[config.mk]
export PLATFORM = sky130hd
export DESIGN_NAME = program_loader
export DESIGN_NICKNAME = d
export VERILOG_FILES = /design/src/rtl/program_loader_pkg.sv /design/src/rtl/program_loader_watchdog.sv /design/src/rtl/program_loader.sv
export SDC_FILE = /design/constraint.sdc
export NUM_CORES = 1
export LEC_CHECK = 0
export CORE_MARGIN = 4
export CORE_UTILIZATION = 45
export DETAILED_ROUTE_END_ITERATION = 12
export GPL_ROUTABILITY_DRIVEN = 0
export PLACE_DENSITY = 0.65
export SKIP_CTS_REPAIR_TIMING = 1
export SYNTH_ARGS = -nofsm -noshare
export SYNTH_HDL_FRONTEND = slang
export SYNTH_SLANG_ARGS = --single-unit
export TNS_END_PERCENT = 100
[constraint.sdc]
create_clock -name clk -period 4 [get_ports clk]
set_clock_uncertainty 0.1 [all_clocks]
set_input_delay 0.8 -clock clk [delete_from_list [all_inputs] [get_ports clk]]
set_output_delay 0.8 -clock clk [all_outputs]
set_load 0.05 [all_outputs]
[src/rtl/program_loader_pkg.sv]
// Shared loader types: FSM states, error codes and the default frame marker.
package common;

  typedef enum logic [2:0] {
    IDLE,
    LEN,
    DATA,
    CSUM,
    RUN,
    ERROR
  } loader_state_t;

  typedef enum logic [1:0] {
    ERR_NONE    = 2'd0,
    ERR_LEN     = 2'd1,
    ERR_CSUM    = 2'd2,
    ERR_TIMEOUT = 2'd3
  } loader_err_t;

  localparam logic [7:0] LOADER_SYNC_BYTE = 8'hA5;

  function automatic logic is_loading(loader_state_t s);
    return s inside {LEN, DATA, CSUM};
  endfunction

endpackage

[src/rtl/program_loader_watchdog.sv]
// Inter-byte idle watchdog: expired pulses on the TIMEOUT_CYCLES-th consecutive
// enabled cycle without a kick; the count restarts on kick, disable or expiry.
module loader_watchdog #(
  parameter int TIMEOUT_CYCLES = 1000000
) (
  input  logic clk,
  input  logic reset_n,
  input  logic enable,
  input  logic kick,
  output logic expired
);

  localparam int CW = $clog2(TIMEOUT_CYCLES + 1);
  localparam logic [CW-1:0] LAST = CW'(TIMEOUT_CYCLES - 1);

  logic [CW-1:0] count_q, count_d;

  always_comb begin
    expired = enable && !kick && (count_q == LAST);
    count_d = (kick || !enable || expired) ? '0 : count_q + CW'(1);
  end

  always_ff @(posedge clk or negedge reset_n) begin
    if (!reset_n) count_q <= '0;
    else          count_q <= count_d;
  end

endmodule

[src/rtl/program_loader.sv]
// Framed boot loader: sync, little-endian length, payload words, 8-bit additive
// checksum. Owns the program-memory write port and grants run only on a good frame.
module program_loader
  import common::*;
#(
  parameter int          WORD_BYTES     = 4,
  parameter int          ADDR_WIDTH     = 32,
  parameter int          MAX_WORDS      = 1024,
  parameter int          LEN_BYTES      = 2,
  parameter logic [7:0]  SYNC_BYTE      = LOADER_SYNC_BYTE,
  parameter int unsigned BASE_ADDR      = 0,
  parameter int          TIMEOUT_CYCLES = 1000000
) (
  input  logic                           clk,
  input  logic                           reset_n,
  input  logic                           rx_valid,
  input  logic [7:0]                     rx_byte,
  input  logic                           run_finished,
  output logic                           mem_we,
  output logic [ADDR_WIDTH-1:0]          mem_addr,
  output logic [8*WORD_BYTES-1:0]        mem_wdata,
  output logic                           run,
  output logic                           loading,
  output logic                           error,
  output logic [1:0]                     error_code,
  output logic [$clog2(MAX_WORDS+1)-1:0] words_loaded
);

  localparam int DATA_W = 8 * WORD_BYTES;
  localparam int LEN_W  = 8 * LEN_BYTES;
  localparam int WL_W   = $clog2(MAX_WORDS + 1);
  localparam int BI_W   = (WORD_BYTES > 1) ? $clog2(WORD_BYTES) : 1;
  localparam int LI_W   = (LEN_BYTES > 1) ? $clog2(LEN_BYTES) : 1;
  localparam int CMP_W  = (LEN_W > 32) ? LEN_W : 32;
  localparam logic [BI_W-1:0] LAST_BYTE = BI_W'(WORD_BYTES - 1);
  localparam logic [LI_W-1:0] LAST_LEN  = LI_W'(LEN_BYTES - 1);

  loader_state_t         state_q, state_d;
  loader_err_t           err_set, err_code_d, err_code_q;
  logic [LEN_W-1:0]      len_q, len_next;
  logic [LI_W-1:0]       len_idx_q;
  logic [BI_W-1:0]       byte_idx_q;
  logic [DATA_W-1:0]     word_q, word_next;
  logic [7:0]            csum_q;
  logic [WL_W-1:0]       words_q;
  logic                  mem_we_q;
  logic [ADDR_WIDTH-1:0] mem_addr_q, word_addr;
  logic [DATA_W-1:0]     mem_wdata_q;
  logic                  run_q, run_d, loading_q, loading_d, error_q, error_d;
  logic                  expired, sync_hit, len_done, len_bad, word_done, frame_done, start;

  loader_watchdog #(.TIMEOUT_CYCLES(TIMEOUT_CYCLES)) u_watchdog (
    .clk     (clk),
    .reset_n (reset_n),
    .enable  (loading_q),
    .kick    (rx_valid),
    .expired (expired)
  );

  // Both assemblers shift right so the first byte received lands in bits [7:0].
  always_comb begin
    len_next   = LEN_W'({rx_byte, len_q} >> 8);
    word_next  = DATA_W'({rx_byte, word_q} >> 8);
    sync_hit   = rx_valid && (rx_byte == SYNC_BYTE);
    len_done   = rx_valid && (len_idx_q == LAST_LEN);
    len_bad    = (len_next == '0) || (CMP_W'(len_next) > CMP_W'(MAX_WORDS));
    word_done  = rx_valid && (byte_idx_q == LAST_BYTE);
    frame_done = (CMP_W'(words_q) + CMP_W'(1)) == CMP_W'(len_q);
    word_addr  = ADDR_WIDTH'(BASE_ADDR) + ADDR_WIDTH'(words_q) * ADDR_WIDTH'(WORD_BYTES);
  end

  always_ff @(posedge clk or negedge reset_n) begin
    if (!reset_n) begin
      state_q    <= IDLE;
      err_code_q <= ERR_NONE;
      run_q      <= 1'b0;
      loading_q  <= 1'b0;
      error_q    <= 1'b0;
    end else begin
      state_q    <= state_d;
      err_code_q <= err_code_d;
      run_q      <= run_d;
      loading_q  <= loading_d;
      error_q    <= error_d;
    end
  end

  always_comb begin
    state_d = state_q;
    err_set = ERR_NONE;
    unique case (state_q)
      IDLE:  if (sync_hit) state_d = LEN;
      LEN: begin
        if (expired) begin
          state_d = ERROR;
          err_set = ERR_TIMEOUT;
        end else if (len_done) begin
          state_d = len_bad ? ERROR : DATA;
          err_set = len_bad ? ERR_LEN : ERR_NONE;
        end
      end
      DATA: begin
        if (expired) begin
          state_d = ERROR;
          err_set = ERR_TIMEOUT;
        end else if (word_done && frame_done) begin
          state_d = CSUM;
        end
      end
      CSUM: begin
        if (expired) begin
          state_d = ERROR;
          err_set = ERR_TIMEOUT;
        end else if (rx_valid) begin
          state_d = (rx_byte == csum_q) ? RUN : ERROR;
          err_set = (rx_byte == csum_q) ? ERR_NONE : ERR_CSUM;
        end
      end
      RUN:   if (run_finished) state_d = IDLE;
      ERROR: if (sync_hit) state_d = LEN;
      default: state_d = IDLE;
    endcase
  end

  // Outputs are decoded from the next state so every one of them is a flop.
  always_comb begin
    run_d      = (state_d == RUN);
    loading_d  = is_loading(state_d);
    error_d    = (state_d == ERROR);
    err_code_d = ERR_NONE;
    if (state_d == ERROR) err_code_d = (state_q == ERROR) ? err_code_q : err_set;
    start      = (state_q == IDLE || state_q == ERROR) && (state_d == LEN);
  end

  always_ff @(posedge clk or negedge reset_n) begin
    if (!reset_n) begin
      len_q       <= '0;
      len_idx_q   <= '0;
      byte_idx_q  <= '0;
      word_q      <= '0;
      csum_q      <= '0;
      words_q     <= '0;
      mem_we_q    <= 1'b0;
      mem_addr_q  <= ADDR_WIDTH'(BASE_ADDR);
      mem_wdata_q <= '0;
    end else begin
      mem_we_q <= 1'b0;
      if (start) begin
        len_q      <= '0;
        len_idx_q  <= '0;
        byte_idx_q <= '0;
        word_q     <= '0;
        csum_q     <= '0;
        words_q    <= '0;
      end
      if (state_q == LEN && rx_valid) begin
        len_q     <= len_next;
        len_idx_q <= len_idx_q + LI_W'(1);
      end
      if (state_q == DATA && rx_valid) begin
        csum_q     <= csum_q + rx_byte;
        word_q     <= word_next;
        byte_idx_q <= word_done ? '0 : byte_idx_q + BI_W'(1);
        if (word_done) begin
          mem_we_q    <= 1'b1;
          mem_addr_q  <= word_addr;
          mem_wdata_q <= word_next;
          words_q     <= words_q + WL_W'(1);
        end
      end
    end
  end

  assign mem_we       = mem_we_q;
  assign mem_addr     = mem_addr_q;
  assign mem_wdata    = mem_wdata_q;
  assign run          = run_q;
  assign loading      = loading_q;
  assign error        = error_q;
  assign error_code   = err_code_q;
  assign words_loaded = words_q;

endmodule
==> results of run 1 <==
==> metrics by stage <==
step           instance area [µm²]  power (mW)  hold slack [ps]  worst slack, ps
2_1_floorplan                 6671       2.062            339.4             1278
3_3_place_gp                  7417       2.200            357.0            460.8
3_5_place_dp                  7417       2.221            361.9            411.8
4_1_cts                       7976       3.698            354.8            843.4
5_1_grt                       7976       3.842            391.0            667.7
6_report                      7976       3.668            328.4            806.1
==> layout make-up <==
class | instances | area (µm²) | share of cell area
Sequential cell | 134 | 3353 | 0.4204
Multi-Input combinational cell | 564 | 2954 | 0.3704
Timing Repair Buffer | 90 | 854.6 | 0.1071
Clock buffer | 20 | 456.7 | 0.05725
Tap cell | 180 | 225.2 | 0.02824
Clock inverter | 11 | 102.6 | 0.01286
Inverter | 8 | 30.03 | 0.003765
==> critical path: stages <==
cell	delay, ps
clkdlybuf4s50_1	430
ha_1	400
nor4_1	470
and3_1	220
a221oi_1	110
o21ai_1	340
a21boi_4	90
buf_4	230
nor4_1	300
==> worst max path at each step <==
stage | endpoint | slack, ps | depth (start not counted)
floorplan | words_loaded[6] | 1280 | 8
global placement | word_q[14] | 460 | 9
detailed placement | csum_q[6] | 410 | 9
CTS | words_loaded[3] | 840 | 9
global route | csum_q[6] | 670 | 9
finish | words_loaded[3] | 810 | 9
==> state kept, by name, summed over array words and instances, names as in the netlist <==
signal and count:
mem_wdata 32, word_q 24, u_watchdog.count_q 20, len_q 16
mem_addr 11, words_loaded 11, csum_q 8, state_q 3
byte_idx_q 2, error_code 2, error 1, len_idx_q 1
loading 1, mem_we 1, run 1
==> cells in the final DEF, fill, tap and decap left out, drive strengths merged, types with 6 or more instances in the layout <==
| cell | instances |
|---|---|
| a211oi | 9 |
| a21o | 6 |
| a21oi | 10 |
| and3 | 15 |
| buf | 20 |
| clkbuf | 20 |
| clkdlybuf4s50 | 70 |
| clkinv | 6 |
| conb | 21 |
| dfrtp | 134 |
| ha | 10 |
| inv | 9 |
| nand2 | 153 |
| nand3 | 22 |
| nand4 | 6 |
| nor2 | 133 |
| nor2b | 6 |
| nor3 | 50 |
| o21ai | 14 |
| xnor2 | 16 |
| xor2 | 21 |
==> logic make-up after synthesis <==
family | count (synthesis) | synth area share
simple gates | 428 | 0.2933
flops | 134 | 0.5083
buf+inv | 71 | 0.05671
compound gates | 64 | 0.06544
xor+xnor | 37 | 0.04913
fa+ha+maj | 11 | 0.02200
mux | 3 | 0.004553
other cells | 1 | 0.0005685
==> report_power, final <==
part           internal (mW)  total (mW)  switching, mW
clock                  0.885        1.47          0.587
sequential              1.48        1.60          0.124
combinational          0.231       0.593          0.362
total                   2.59        3.67           1.07
==> per-layer routing <==
metal | up-vias | GRT usage
met5 | - | 0
met4 | 0 | 0.06424
met3 | 18 | 0.04452
met2 | 145 | 0.2915
met1 | 2546 | 0.2614
li1 | 2599 | -
==> flow_summary.ini, run 1 <==
[timing]
finalHoldViolCount = 0
max_slew_margin = 0.5091
post-route-period-util = 0.7985
worst_slew_pin_slew_ps = 730.7
final.min_clock_period_ps = 3194
setup-tns-final_ps = 0
drv_slew = 0
fmax_mhz = 313.1
setup_violations = 0
rsz0062_at_grt = no

[power_and_ir_drop]
vdd_drop_max_mv = 0.3019
p_leak_nw = 3.787
power_density_nw_per_um2 = 459.8

[finish]
drive_above_1_share = 0.07134
n_antenna_cell = 0
num-nets-final = 838
post-route-util = 0.5659
area_growth_pct = 20.92
final_cells = 1007
fillCellCount = 1251

[synth]
yosysUniqueCellTypes = 53
synth_area_per_cell_um2 = 8.807
ys_top_cells_by_count = nand2_1, dfrtp_1, nor2_1
synth_top_cell_by_area = dfrtp_1
syn_area_um2 = 6596
ys_async_sr_fraction = 1.000
yosys_register_bits = 134
yosys_warnings = 0
synth_enable_flop_cells = 0
ys_top_cells_by_area = dfrtp_1, nand2_1, nor2_1
yosysMostFrequentCell = nand2_1
syn_inst = 749
ys_seq_area_frac = 0.5083
synthFlopType = dfrtp_1
yosysTopAreaCellShare = 0.5083

[global_routing]
grt_pass1_wl_um = 25430
antenna_found_initial = 0
grt_pass1_vias = 5297
grt_max_degree = 80
overflow = 0
gr-usage-all-layers = 0.1880

[cts]
clock_latency_ps = 410
cts_tree = done
cts_root_buf = clkbuf_16
clockBufferDepth = 2
htreeDepth = 4
cts.sinks = 134
numCtsBuffers = 17
cts.clk_slew.worst_paths_ps = 60

[critical_path]
required_ps = 4200
crit_arrival_ps = 3400
path_class = input port to flop
cp_max_fo = 23
cp-startpoint = rx_byte[6]
worst_r2r_path_depth = 8
critPathCaptureType = flop
reg2reg_from = csum_q[6]
worstReg2RegEnd = words_loaded[3]
ff2ff_setup_slack_ps = 1240
start_kind = input port

[routing]
wirelength_um = 14920
wirelength_met1_um = 7074
ant_nets = 0
drtIter0Drc = 512
dr.max_layer_used = met4
dr_wl_met2_um = 6858
drcViolationCount = 0
routedWlPerCell_um = 14.81
routed-via-count = 5308
firstDrtPassIters = 5
vias_per_cell = 5.271
met3_length_um = 798

[flow_run]
cap_violations = 0

[floorplanning]
die_h_um = 129.1
ioPinCount = 93
rows = 43
core_um2 = 14100
die_w_um = 129.1
start_util = 0.4680
dieArea_um2 = 16660

[place]
placed_cells = 976
place_hpwl_um = 10240
io_buffers = 71

[hold_path]
min_path_type = input port to asynchronous set/reset pin

[outcome]
status = completed
(Power assumes the default switching activity.)
==> run 2: changes to the inputs <==
==> constraint.sdc (replaced) <==
create_clock -name clk -period 3.2 [get_ports clk]
set_clock_uncertainty 0.1 [all_clocks]
set_input_delay 0.64 -clock clk [delete_from_list [all_inputs] [get_ports clk]]
set_output_delay 0.64 -clock clk [all_outputs]
set_load 0.05 [all_outputs]
==> flow_summary.ini, run 2 (synthesized netlist as in run 1, its figures left out) <==
[outcome]
status = completed

[finish]
layout_commonest_cell = nand2_1
largest_register_ffs = 32
final_cells = 1024
regArea_um2 = 3353
drive_above_1_share = 0.08886
fillCellCount = 1264
area_growth_pct = 23.79
n_antenna_cell = 0
post-route-util = 0.5793
multi_input_area_um2 = 2954
num-nets-final = 854
mostFrequentLayoutCells = nand2_1, dfrtp_1, nor2_1

[power_and_ir_drop]
power_density_nw_per_um2 = 589.7
vdd_drop_max_mv = 0.3947
p_leak_nw = 3.888

[timing]
fmax_mhz = 335.8
post-route-period-util = 0.9307
drv_slew = 0
worst_slew_pin_slew_ps = 753.0
setup_violations = 0
max_slew_margin = 0.4941
fin_ws_ps = 221.8
finalHoldViolCount = 0
final.min_clock_period_ps = 2978
rsz0062_at_grt = no

[routing]
vias_per_cell = 5.316
drtIter0Drc = 384
firstDrtPassIters = 5
ant_nets = 0
dr.max_layer_used = met4
routed-via-count = 5444
dr_wl_met2_um = 7202
wirelength_met1_um = 7253
wirelength_um = 15570
routedWlPerCell_um = 15.20
drcViolationCount = 0
met3_length_um = 892

[critical_path]
crit_arrival_ps = 3160
cp-startpoint = rx_byte[6]
critPathCaptureType = flop
start_kind = input port
reg2reg_from = csum_q[6]
required_ps = 3390
cp_max_fo = 36
path_class = input port to flop

[global_routing]
antenna_found_initial = 0
grt_pass1_wl_um = 26450
gr-usage-all-layers = 0.1978
grt_pass1_vias = 5298
overflow = 0
grt_max_degree = 72

[floorplanning]
dieArea_um2 = 16660
core_um2 = 14100
start_util = 0.4680
die_h_um = 129.1
ioPinCount = 93
rows = 43
die_w_um = 129.1

[place]
place_hpwl_um = 10710
dpl_worst_slack_ps = -195.5
io_buffers = 71
placed_cells = 992

[cts]
clockBufferDepth = 2
cts.sinks = 134
htreeDepth = 4
numCtsBuffers = 17
cts_tree = done
clock_latency_ps = 420
cts_root_buf = clkbuf_16
cts.clk_slew.worst_paths_ps = 60

[hold_path]
min_path_type = input port to asynchronous set/reset pin

[flow_run]
cap_violations = 0
==> run 2: worst paths after layout <==
kind                                 end  slack [ps]  cells after the start
hold reg to reg            mem_wdata[12]         380                      2
setup / recovery           byte_idx_q[0]         220                     10
hold / removal               mem_addr[9]         110                      1
setup reg to reg           byte_idx_q[0]         480                      9
max in group asynchronous     state_q[0]        2070                      2
min in group clk           mem_wdata[12]         380                      2
==> run 2: critical path: stages <==
cell	delay, ps
clkdlybuf4s50_1	420
ha_1	410
nor4_1	130
and3_1	190
a221oi_1	410
o21ai_1	140
buf_4	170
a21boi_4	310
buf_12	240
o31ai_1	90
==> run 2: where the power goes <==
group	internal, mW	total [mW]	switching, mW
Combinational	0.340	0.812	0.472
Clock	1.23	1.99	0.759
Sequential	1.85	2.01	0.160
==> run 2: cell type report <==
| cell class | instances | share of cell area |
|---|---|---|
| clock inverters | 13 | 0.02084 |
| flip-flops and latches | 134 | 0.4107 |
| multi-input cells | 564 | 0.3618 |
| repair buffers | 106 | 0.1224 |
| inverters | 8 | 0.003678 |
| well taps | 180 | 0.02758 |
| clock buffers | 19 | 0.05302 |
==> run 2: metrics by stage <==
step                      instance area (µm²)  TNS, ps  power [mW]  hold WS (ps)
after floorplan                          6671        0       2.578         244.4
after global placement                   7562    -4651       2.818         361.2
after detailed placement                 7562    -8259       2.847         360.9
after CTS                                8165        0       4.861         132.9
after global routing                     8165        0       5.061         159.9
final                                    8165        0       4.815         111.9
==> run 2: layer usage <==
metal / GRT usage / vias to the layer above
li1: - / 2640
met1: 0.2783 / 2625
met2: 0.2997 / 160
met3: 0.04782 / 19
met4: 0.07165 / 0
met5: 0 / -
